[src/rtl/fletcher_pkg.sv]
// Shared definitions for the Fletcher checksum generator and verifier:
// modulus helper, frame state encoding and checksum wire order.
package fletcher_pkg;

  typedef enum logic [2:0] {
    IDLE,
    PAYLOAD,
    CK_LO,
    CK_HI,
    RESULT
  } state_e;

  // The low half (a) travels first, matching the generator's {b,a} output.
  localparam bit CkLowFirst = 1'b1;

  function automatic longint unsigned fletcher_mod(input int unsigned widthHalf);
    return (64'd1 << widthHalf) - 64'd1;
  endfunction

endpackage

[src/rtl/fletcher_modadd.sv]
// Combinational modular add (x + y) mod (2^WidthHalf - 1); operands never
// exceed the modulus, so a single conditional subtraction is sufficient.
module fletcher_modadd
  import fletcher_pkg::*;
#(
  parameter int WidthHalf = 16
) (
  input  logic [WidthHalf-1:0] x_i,
  input  logic [WidthHalf-1:0] y_i,
  output logic [WidthHalf-1:0] sum_o
);

  localparam logic [WidthHalf:0] Mod = (WidthHalf+1)'(fletcher_mod(WidthHalf));

  logic [WidthHalf:0] rawSum;

  always_comb begin
    rawSum = {1'b0, x_i} + {1'b0, y_i};
    if (rawSum >= Mod) begin
      sum_o = WidthHalf'(rawSum - Mod);
    end else begin
      sum_o = rawSum[WidthHalf-1:0];
    end
  end

endmodule

[src/rtl/fletcher_verifier.sv]
// Receive-side Fletcher checksum verifier: recomputes {b,a} over a fixed-length
// payload and compares it to the trailing checksum. Optional error counter: FLETCHER_VERIFIER_ERRCNT_EN.
module fletcher_verifier
  import fletcher_pkg::*;
#(
  parameter int Width     = 32,
  parameter int WordCount = 256
) (
  input  logic                 clk,
  input  logic                 rst,
  input  logic                 start_i,
  input  logic                 din_valid_i,
  input  logic [Width/2-1:0]   din_i,
  output logic                 busy_o,
  output logic                 done_o,
  output logic                 ok_o,
  output logic [Width-1:0]     cksum_o,
  output logic [7:0]           errcnt_o
);

  localparam int WidthHalf = Width / 2;
  localparam int CntW      = $clog2(WordCount) + 1;
  localparam logic [CntW-1:0]      LastWord = CntW'(WordCount - 1);
  localparam logic [WidthHalf-1:0] AllOnes  = {WidthHalf{1'b1}};

  state_e               state_q;
  logic [WidthHalf-1:0] a_q, b_q, a_d, b_d;
  logic [WidthHalf-1:0] rxA_q, rxB_q;
  logic [CntW-1:0]      cnt_q;
  logic                 busy_q, done_q, ok_q;

  logic [WidthHalf-1:0] dinNorm, rxAFinal, rxBFinal;
  logic                 match;

  fletcher_modadd #(.WidthHalf(WidthHalf)) uAddA (
    .x_i  (a_q),
    .y_i  (din_i),
    .sum_o(a_d)
  );

  fletcher_modadd #(.WidthHalf(WidthHalf)) uAddB (
    .x_i  (b_q),
    .y_i  (a_d),
    .sum_o(b_d)
  );

  // All-ones is the second encoding of zero, so received halves are folded.
  always_comb begin
    dinNorm  = (din_i == AllOnes) ? '0 : din_i;
    rxAFinal = CkLowFirst ? rxA_q : dinNorm;
    rxBFinal = CkLowFirst ? dinNorm : rxB_q;
    match    = (rxAFinal == a_q) && (rxBFinal == b_q);
  end

  always_ff @(posedge clk or posedge rst) begin
    if (rst) begin
      state_q <= IDLE;
      a_q     <= '0;
      b_q     <= '0;
      rxA_q   <= '0;
      rxB_q   <= '0;
      cnt_q   <= '0;
      busy_q  <= 1'b0;
      done_q  <= 1'b0;
      ok_q    <= 1'b0;
    end else if (start_i) begin
      state_q <= PAYLOAD;
      a_q     <= '0;
      b_q     <= '0;
      rxA_q   <= '0;
      rxB_q   <= '0;
      cnt_q   <= '0;
      busy_q  <= 1'b1;
      done_q  <= 1'b0;
      ok_q    <= 1'b0;
    end else begin
      done_q <= 1'b0;
      case (state_q)
        IDLE: begin
          busy_q <= 1'b0;
        end
        PAYLOAD: begin
          if (din_valid_i) begin
            a_q   <= a_d;
            b_q   <= b_d;
            cnt_q <= cnt_q + 1'b1;
            if (cnt_q == LastWord) state_q <= CK_LO;
          end
        end
        CK_LO: begin
          if (din_valid_i) begin
            if (CkLowFirst) rxA_q <= dinNorm;
            else            rxB_q <= dinNorm;
            state_q <= CK_HI;
          end
        end
        CK_HI: begin
          if (din_valid_i) begin
            rxA_q   <= rxAFinal;
            rxB_q   <= rxBFinal;
            ok_q    <= match;
            done_q  <= 1'b1;
            state_q <= RESULT;
          end
        end
        RESULT: begin
          busy_q  <= 1'b0;
          state_q <= IDLE;
        end
        default: begin
          busy_q  <= 1'b0;
          state_q <= IDLE;
        end
      endcase
    end
  end

`ifdef FLETCHER_VERIFIER_ERRCNT_EN
  logic       frameBad;
  logic [7:0] errCnt_q;

  assign frameBad = (state_q == CK_HI) && din_valid_i && !start_i && !match;

  always_ff @(posedge clk or posedge rst) begin
    if (rst) begin
      errCnt_q <= '0;
    end else if (frameBad && (errCnt_q != 8'hFF)) begin
      errCnt_q <= errCnt_q + 8'd1;
    end
  end

  assign errcnt_o = errCnt_q;
`else
  assign errcnt_o = '0;
`endif

  assign busy_o  = busy_q;
  assign done_o  = done_q;
  assign ok_o    = ok_q;
  assign cksum_o = {b_q, a_q};

endmodule
[config.mk]
export PLATFORM = sky130hd
export DESIGN_NAME = fletcher_verifier
export DESIGN_NICKNAME = d
export VERILOG_FILES = /design/src/rtl/fletcher_pkg.sv /design/src/rtl/fletcher_modadd.sv /design/src/rtl/fletcher_verifier.sv
export SDC_FILE = /design/constraint.sdc
export NUM_CORES = 1
export LEC_CHECK = 0
export ABC_AREA = 0
export CORE_MARGIN = 4
export CORE_UTILIZATION = 45
export DETAILED_ROUTE_END_ITERATION = 8
export GPL_TIMING_DRIVEN = 0
export HOLD_SLACK_MARGIN = 0.06
export PLACE_DENSITY = 0.66
export SYNTH_ARGS = -nofsm -noshare
export SYNTH_HDL_FRONTEND = slang
export SYNTH_SLANG_ARGS = --single-unit
[constraint.sdc]
create_clock -name clk -period 8.8 [get_ports clk]
set_input_delay 1.76 -clock clk [delete_from_list [all_inputs] [get_ports clk]]
set_output_delay 1.76 -clock clk [all_outputs]
set_load 0.05 [all_outputs]
# Yosys cells after proc, flatten, opt, wreduce, memory -nomap -nowiden
# Index checks and enable logic that the tools add are counted.
[classes]
add_sub_neg = 5
n_lt_le_gt_ge = 2
eq_ne = 13
muxes = 29
reduce_logical = 11
[op_table]
columns = ["cell", "n"]
rows = [
  ["$mux W16", 12],
  ["$add A16 B16 Y17", 2],
  ["$ge A17 B16 Y1 const B", 2],
  ["$eq A16 B16 Y1", 2],
  ["$sub A16 B16 Y16 const B", 2],
  ["$mux W9", 3],
  ["$eq A16 B16 Y1 const B", 1],
  ["$mux W3", 5],
  ["$ne A3 B3 Y1 const B", 4],
  ["$pmux W3 S4", 1],
  ["$add A9 B1 Y9 const B", 1],
  ["$eq A9 B8 Y1 const B", 1],
  ["$mux W1", 8],
  ["$reduce_bool A2 Y1", 4],
  ["$eq A3 B2 Y1 const B", 2],
  ["$reduce_and A2 Y1", 3],
  ["$reduce_and A5 Y1", 1],
  ["$eq A3 B1 Y1 const B", 1],
  ["$logic_not A3 Y1", 1],
  ["$reduce_or A3 Y1", 1],
  ["$ne A2 B1 Y1 const B", 1],
  ["$ne A2 B2 Y1 const B", 1],
  ["$logic_and A1 B1 Y1", 1],
]
[totals]
ff_bits = 63
inputBits = 20
output_inout_bits = 43
wordCells = 68

# Depth between registers and ports, before layout
# Gate-level depths: netlist of run 1.
[depth]
word_depth = 9
ltp_mapped = 24
mapped_depth_nobuf = 23

# Hierarchy
# A second synthesis of run 1 with hierarchy kept.
[hier_totals]
hier_cells = 723
area_unflattened_um2 = 5861.9
[by_module_without_submodules]
columns = ["module", "n_inst", "cells_each", "area_per_inst_um2"]
rows = [
  ["fletcher_verifier", 1, 331, 3134.3],
  ["fletcher_modadd (uAddA)", 1, 229, 1535.2],
  ["fletcher_modadd (uAddB)", 1, 163, 1192.4],
]

# Least setup slack after synthesis of run 1
# Ideal clock, no wire load.
[synth_path]
path_kind = "in2reg"
startpoint = "input din_i[0]"
endpoint = "register b_q[8]"
setup_ps = 82
arrival_ps = 7166
path_slack_ps = 1552
stages = 24
n_path_buf = 2
path_cell_list = "ha_1 -> inv_1 -> fa_1 -> and2b_1 -> o211ai_1 -> a21o_1 -> a21oi_2 -> xor2_1 -> nand2b_1 -> o41a_1 -> or3_1 -> xnor2_1 -> ha_1 -> buf_2 -> nand2_1 -> o21ai_1 -> mux2i_1 -> o311ai_0 -> nor4_2 -> and4_1 -> a21oi_1 -> buf_2 -> or3_1 -> a31oi_1"
[synth_via]
elab_chain_cells = 9
[synth_lines]
columns = ["item", "line", "text"]
rows = [
  ["start, declared", "fletcher_verifier.sv:13", "input logic [Width/2-1:0] din_i,"],
  ["$add A16 B16 Y17 *", "fletcher_modadd.sv:18", "rawSum = {1'b0, x_i} + {1'b0, y_i};"],
  ["$sub A16 B16 Y16 or $ge A17 B16 Y1 (tied branches)", "fletcher_modadd.sv:20, fletcher_modadd.sv:19", ""],
  ["$mux W16 *", "fletcher_modadd.sv:19", "if (rawSum >= Mod) begin"],
  ["$add A16 B16 Y17 *", "fletcher_modadd.sv:18", ""],
  ["$sub A16 B16 Y16 or $ge A17 B16 Y1 (tied branches)", "fletcher_modadd.sv:20, fletcher_modadd.sv:19", ""],
  ["$mux W16 *", "fletcher_modadd.sv:19", ""],
  ["$mux W16 *", "fletcher_verifier.sv:83", "if (din_valid_i) begin"],
  ["$mux W16 *", "fletcher_verifier.sv:78", "case (state_q)"],
  ["$mux W16 *", "fletcher_verifier.sv:66", "end else if (start_i) begin"],
  ["end signal, assigned", "fletcher_verifier.sv:59", "b_q <= '0;"],
  ["end signal, assigned", "fletcher_verifier.sv:69", "b_q <= '0;"],
  ["end signal, assigned", "fletcher_verifier.sv:85", "b_q <= b_d;"],
  ["end, declared", "fletcher_verifier.sv:27", "logic [WidthHalf-1:0] a_q, b_q, a_d, b_d;"],
]
# Every way passes the cells marked *; elsewhere a longest branch is shown, timed or not. The select of a mux whose other input is x is not followed.
# A chain may end at the register's enable or synchronous reset.

# Final worst setup path of run 1
[layout_path]
startpoint = "input din_i[0]"
endpoint = "register b_q[7]"
# Same word-level chain as after synthesis.

==> metrics.md, run 1 <==
| Metric | Value |
|---|---|
| Fill cells | `1,167` |
| ANT nets after route | `0` |
| Sequential cell area | `1580 um2` |
| Ant diodes | `0` |
| IO Pins | `63` |
| Design area | `7230 um2` |
| Final Total Pwr | `2.28 mW` |
| Vias post-DR | `6,180` |
| Clock root cell | `clkbuf_16` |
| Largest net degree at the start of global routing | `38` |
| Netlist Area Pre-Place | `5960 um2` |
| CTS Hold Bufs | `0` |
| CP Max Fanout | `10` |
| Starting density of the core | `~47%` |
| Dpl ws | `-0.495 ns` |
| DR iter-0 viols | `650` |
| Number of synthesis warnings | `0` |
| Number of global-route vias before repair | `5,817` |
| Critical R2R Capture | `b_q[7]` |
| Core Region | `about 13,000 um2` |
| Final Hold Vio Count | `0` |
| Drt pass-1 iters | `5` |
| Drt wl/cell | `between 20 and 25 um` |
| Area Growth Syn to Fin | `21.3%` |
| Max Cap Viol | `0` |
| Worst skew pair latency | `0.34 ns` |
| Total grt overflow | `0` |
| GRT Overall Usage | `26.9%` |
| Layout Nets | `869` |
| Critical hold path startpoint | `state_q[2]` |
| CTS Buf Count | `9` |
| DIE HEIGHT | `123 um` |
| Peak VDD IR | `just over 0.2 mV` |
| Final GP Congestion | `around 0.97` |
| Setup tns final | `0 ns` |
| Slew Limit Fails | `0` |
| Post-synth EDFFs | `0` |
| Post-Route WL | `20,200 um` |
| R2R depth | `25` |
| Synthesized area per cell | `8.19 um2` |
| Setup CP Type | `input port to flop` |
| Synth Flop Type | `dfrtp_1` |
| Part of the Yosys area used for sequential elements | `roughly a quarter` |
| H-tree levels | `3` |
| Ys async rst share | `100%` |
| Endpoint type of the worst setup path | `flop` |
| Outcome | `finished, final reports clean` |
| Layout cells sized above 1 | `8.37%` |
| IO Port Bufs | `54` |
| Final min period | `8.50 ns` |
| Layout Skew | `0.00660 ns` |
| Period utilization | `96.6%` |
| Hold Path Class | `flop to flop` |
| Setup slack, reg-to-reg | `around 1.9 ns` |
| RSZ-0062 raised after global routing | `no` |
| Clk buf depth | `2` |
| Hold Path Cell Cnt | `1` |
| Post-DP Area | `6770 um2` |
| Top achievable clock speed | `0.118 GHz` |
| CTS tree | `done` |
| Die X | `123 um` |
| Initial antenna violation count | `0` |
| Most frequent cells in the layout | `dfrtp_1 (63), nand2_1 (57), o21ai_0 (56)` |
| Area of the multi-input gates | `around 4200 um2` |
| Worst Path Arrival | `approximately 9 ns` |
| First-pass GRT wire length | `31,400 um` |
| CTS sink count | `63` |
| Critical path startpoint category | `input port` |
| Commonest non-fill, non-tap cell in the layout | `dfrtp_1` |
| Cell Pwr Density | `about 320 nW/um2` |
| Clock-pin slew on the worst setup and hold paths | `0.05 ns` |
| Die ar. | `15,200 um2` |
| Leak Pwr | `3.03 nW` |
| R2R Path Start | `a_q[0]` |
| Worst setup margin | `between 0.2 and 0.3 ns` |
| Number of remaining DRC errors | `0` |
| Number of synthesized register bits | `63` |
| Fin util | `56.6%` |
| WHS Endpoint | `state_q[1]` |
| Synth cell types | `73` |
| Cells after Synth | `728` |
| Dpl hpwl | `15,500 um` |
| Slew headroom | `27.5%` |
| Slew at the pin closest to its max-slew limit | `1.08 ns` |
| Row cnt | `41` |
| Final setup fails | `0` |
| Via density | `between 6 and 7` |
| Worst EP required | `between 9 and 10 ns` |
[where the power goes]
group          internal, mW  total, mW  switching (mW)
clock network         0.279      0.410           0.131
logic                 0.542       1.44           0.895
registers             0.334      0.431          0.0972
[kinds of logic (layout without fill, tap and decap cells)]
group / Yosys count / in the layout / synth area share [%]
buf+inv: 60 / 137 / 4.49
xor+xnor: 63 / 63 / 9.25
simple gates: 266 / 266 / 23.5
flops: 63 / 63 / 26.4
other cells: 1 / 8 / 0.0629
compound gates: 226 / 226 / 26.0
mux: 7 / 7 / 1.22
fa+ha+maj: 42 / 42 / 9.06
[critical path, cell delays in order]
cell,delay [ns]
clkdlybuf4s50_1,0.63
ha_1,0.26
inv_1,0.07
fa_1,0.39
and2b_1,0.23
o211ai_1,0.15
a21o_1,0.24
a21oi_2,0.30
xor2_4,0.27
nand2b_1,0.17
o41a_1,0.55
buf_4,0.19
xnor2_1,0.23
ha_1,0.22
inv_1,0.06
fa_1,0.39
and2b_1,0.26
o2111ai_1,0.22
a2111oi_1,0.52
a31oi_1,0.16
nor4_4,0.34
and4_1,0.31
a21oi_1,0.12
buf_2,0.19
or3_1,0.35
a31oi_1,0.17
[timing repair]
action	CTS	global route
endpoints found under the setup margin	6	13
resized for setup	4	10
pin swaps	1	6
buffers inserted	0	6
[state kept, by name (all words and copies together), names as in the netlist]
register / count
a_q: 16
b_q: 16
busy_o: 1
cnt_q: 9
done_o: 1
ok_o: 1
rxAFinal: 16
state_q: 3
[Yosys cell counts, types with 16 or more instances]
cell      count  area share (%)
clkbuf_1     20             1.3
nor2_1       54             3.4
nand3_1      27             2.3
inv_1        25             1.6
xor2_1       19             2.8
xnor2_1      44             6.5
nor3_1       24             2.0
nand4_1      18             1.9
o21ai_0      56             4.7
nand2_1      57             3.6
a22o_1       16             2.3
dfrtp_1      63              26
a21oi_1      37             3.1
ha_1         40             8.4
[how the worst max path moves through the flow]
stage              from       to  slack, ns  cells past startpoint
2_1_floorplan  din_i[0]   b_q[8]       1.55                     24
3_3_place_gp   din_i[9]  b_q[11]      -0.32                     24
3_5_place_dp   din_i[9]   b_q[7]      -0.50                     24
4_1_cts        din_i[0]   b_q[7]       0.09                     25
5_1_grt        din_i[0]   b_q[7]     0.0004                     26
6_report       din_i[0]   b_q[7]       0.30                     26
[per-layer routing]
metal	vias to the layer above	wire length [um]	track usage, %
li1	2877	-	-
met1	2962	8790	37.0
met2	290	9190	42.8
met3	51	1600	4.67
met4	0	571	9.41
met5	-	0	0
[layout make-up]
class                   count  share of cell area [%]
plain buffers              35                    2.41
clock buffers              14                    3.93
clock inverters             2                   0.831
inverters                  25                    1.30
multi-input cells         612                    58.4
flip-flops and latches     63                    21.8
well taps                 172                    2.98
repair buffers             61                    8.38
[stage by stage]
step / hold WS [ns] / std cells
finish: 0.515 / 984
global route: 0.531 / 984
CTS: 0.517 / 978
detailed placement: 0.511 / 962
global placement: 0.504 / 961
floorplan: 0.473 / 735
(Power assumes the default switching activity.)
==> run 2, diff against run 1 <==
- CORE_MARGIN: 4 -> 8
==> run 2 against run 1 <==
  * Sequential share of layout area down 0.060 points
  * Critical path depth down 2
  * Routed wire length up 0.77%
  * Core utilization down 1.2 points
  * Die area up 13%
  * Cell count up 0.61%
  * Setup slack better by 0.13 ns
  * Sequential power about the same
  * Largest cell class unchanged
  * Largest power group unchanged
==> metrics.md, run 2 (synthesized netlist as in run 1, its figures left out) <==
| Metric | Value |
|---|---|
| Final Hold Vio Count | `0 (unchanged)` |
| Die X | `131 um (+6.5%)` |
| Number of global-route vias before repair | `5,827 (+0.17%)` |
| Worst EP required | `9.05 ns (about the same)` |
| Fin util | `55.4% (-1.2 points)` |
| CTS sink count | `63 (unchanged)` |
| Max Cap Viol | `0 (unchanged)` |
| Starting density of the core | `45.6% (-1.1 points)` |
| Outcome | `finished, final reports clean` |
| Total grt overflow | `0 (unchanged)` |
| Drt pass-1 iters | `5 (unchanged)` |
| Period utilization | `95.2% (-1.4 points)` |
| Leak Pwr | `3.05 nW (+0.75%)` |
| Setup tns final | `0 ns (unchanged)` |
| Layout cells sized above 1 | `8.48% (+0.10 points)` |
| DR iter-0 viols | `583 (-10%)` |
| Layout Skew | `0.00784 ns (+0.00124 ns)` |
| Initial antenna violation count | `0 (unchanged)` |
| First-pass GRT wire length | `32,400 um (+3.1%)` |
| Final min period | `8.38 ns (-0.127 ns)` |
| Dpl hpwl | `15,800 um (+2.1%)` |
| Clk buf depth | `2 (unchanged)` |
| GRT Overall Usage | `23.1% (-3.8 points)` |
| Worst Path Arrival | `8.63 ns (-0.13 ns)` |
| Die ar. | `17,200 um2 (+13%)` |
| CTS tree | `done` |
| Top achievable clock speed | `0.119 GHz (+1.5%)` |
| RSZ-0062 raised after global routing | `no` |
| Cell Count Post-Placement | `966 (+0.42%)` |
| Row cnt | `42 (+2.4%)` |
| Core Region | `13,100 um2 (+2.4%)` |
| Post-DP Area | `6770 um2 (about the same)` |
| CTS Hold Bufs | `0 (unchanged)` |
| CTS Buf Count | `9 (unchanged)` |
| Drt wl/cell | `20.5 um (+0.16%)` |
| Slew at the pin closest to its max-slew limit | `0.867 ns (-0.213 ns)` |
| Cell Pwr Density | `317 nW/um2 (+0.55%)` |
| Setup CP Type | `input port to flop` |
| Area Growth Syn to Fin | `21.6%` |
| Post-Route WL | `20,300 um (+0.77%)` |
| Hold Path Class | `flop to flop` |
| Dpl ws | `-0.416 ns (+0.0795 ns)` |
| Post-Layout Cell Count | `990 (+0.61%)` |
| ANT nets after route | `0 (unchanged)` |
| Number of remaining DRC errors | `0 (unchanged)` |
| Worst hold slack | `0.521 ns (+0.00660 ns)` |
| Ant diodes | `0 (unchanged)` |
| CP Max Fanout | `10 (unchanged)` |
| Fill cells | `1,252 (+7.3%)` |
| Commonest non-fill, non-tap cell in the layout | `dfrtp_1` |
| DIE HEIGHT | `131 um (+6.5%)` |
| Slew headroom | `41.8% (+14 points)` |
| Most frequent cells in the layout | `dfrtp_1 (63), nand2_1 (57), o21ai_0 (56)` |
| Final Total Pwr | `2.30 mW (+0.83%)` |
| Slew Limit Fails | `0 (unchanged)` |
| Design area | `7250 um2 (+0.28%)` |
| Final GP Congestion | `0.929 (-3.9%)` |
| Vias post-DR | `6,194 (+0.23%)` |
| Layout Nets | `872 (+0.35%)` |
| Clock root cell | `clkbuf_16` |
| Critical path startpoint category | `input port` |
| Peak VDD IR | `0.206 mV (+0.31%)` |
| Worst skew pair latency | `0.34 ns (about the same)` |
| Largest net degree at the start of global routing | `38 (unchanged)` |
| H-tree levels | `3 (unchanged)` |
| Via density | `6.26 (-0.38%)` |
| Endpoint type of the worst setup path | `flop` |
| IO Pins | `63 (unchanged)` |
| Worst setup margin | `0.422 ns (+0.127 ns)` |
| Clock-pin slew on the worst setup and hold paths | `0.06 ns (about the same)` |
| Final setup fails | `0 (unchanged)` |
| IO Port Bufs | `54 (unchanged)` |
run 2: power by group:
| part | switching (mW) | leakage (nW) | internal, mW |
|---|---|---|---|
| combinational | 0.903 | 2.06 | 0.542 |
| clock | 0.130 | 0.169 | 0.291 |
| sequential | 0.0974 | 0.824 | 0.334 |
run 2: timing repair:
action | CTS | global route
pin swaps | 1 | 7
hold endpoints to repair | 0 | 0
setup buffers | 1 | 8
resized for setup | 2 | 12
endpoints found under the setup margin | 3 | 16
run 2: worst paths after layout:
| kind | slack, ns | end | start | cells after the start |
|---|---|---|---|---|
| worst max-delay path | 0.42 | b_q[11] | din_i[1] | 24 |
| worst min-delay path | 0.52 | ok_o | ok_o | 2 |
| worst max register to register | 1.90 | b_q[11] | a_q[0] | 24 |
| worst min register to register | 0.52 | ok_o | ok_o | 2 |
| max in group asynchronous | 6.28 | a_q[13] | rst | 3 |
| min in group asynchronous | 1.89 | cnt_q[4] | rst | 2 |
run 2: layout make-up:
type                            count  area (um2)  share of cell area [%]
Multi-Input combinational cell    612        4210                    58.0
Sequential cell                    63        1580                    21.7
Timing Repair Buffer               64         631                    8.70
Clock buffer                       12         256                    3.54
Tap cell                          176         220                    3.04
Buffer                             35         175                    2.42
Inverter                           25        93.8                    1.29
Clock inverter                      3        90.1                    1.24
run 2: worst max-delay path: stages:
cell and delay [ns]:
clkdlybuf4s50_1 0.59, inv_1 0.14, fa_1 0.47, and2b_1 0.23
o211ai_1 0.16, a21o_1 0.25, a21oi_2 0.30, xor2_4 0.28
nand2b_1 0.17, o41a_1 0.53, clkbuf_2 0.25, nor2_1 0.17
xor2_1 0.32, ha_2 0.41, a21oi_2 0.24, o21ai_1 0.20
a221oi_4 0.38, a21boi_0 0.19, nor4b_2 0.44, and4_1 0.30
a21oi_1 0.12, buf_2 0.19, or3_1 0.35, a31oi_1 0.16
run 2: per-layer routing:
| layer | wire, um | track usage [%] | vias up |
|---|---|---|---|
| li1 | - | - | 2881 |
| met1 | 9040 | 31.2 | 2995 |
| met2 | 9320 | 36.5 | 280 |
| met3 | 1420 | 3.20 | 38 |
| met4 | 523 | 9.04 | 0 |
| met5 | 0 | 0 | - |
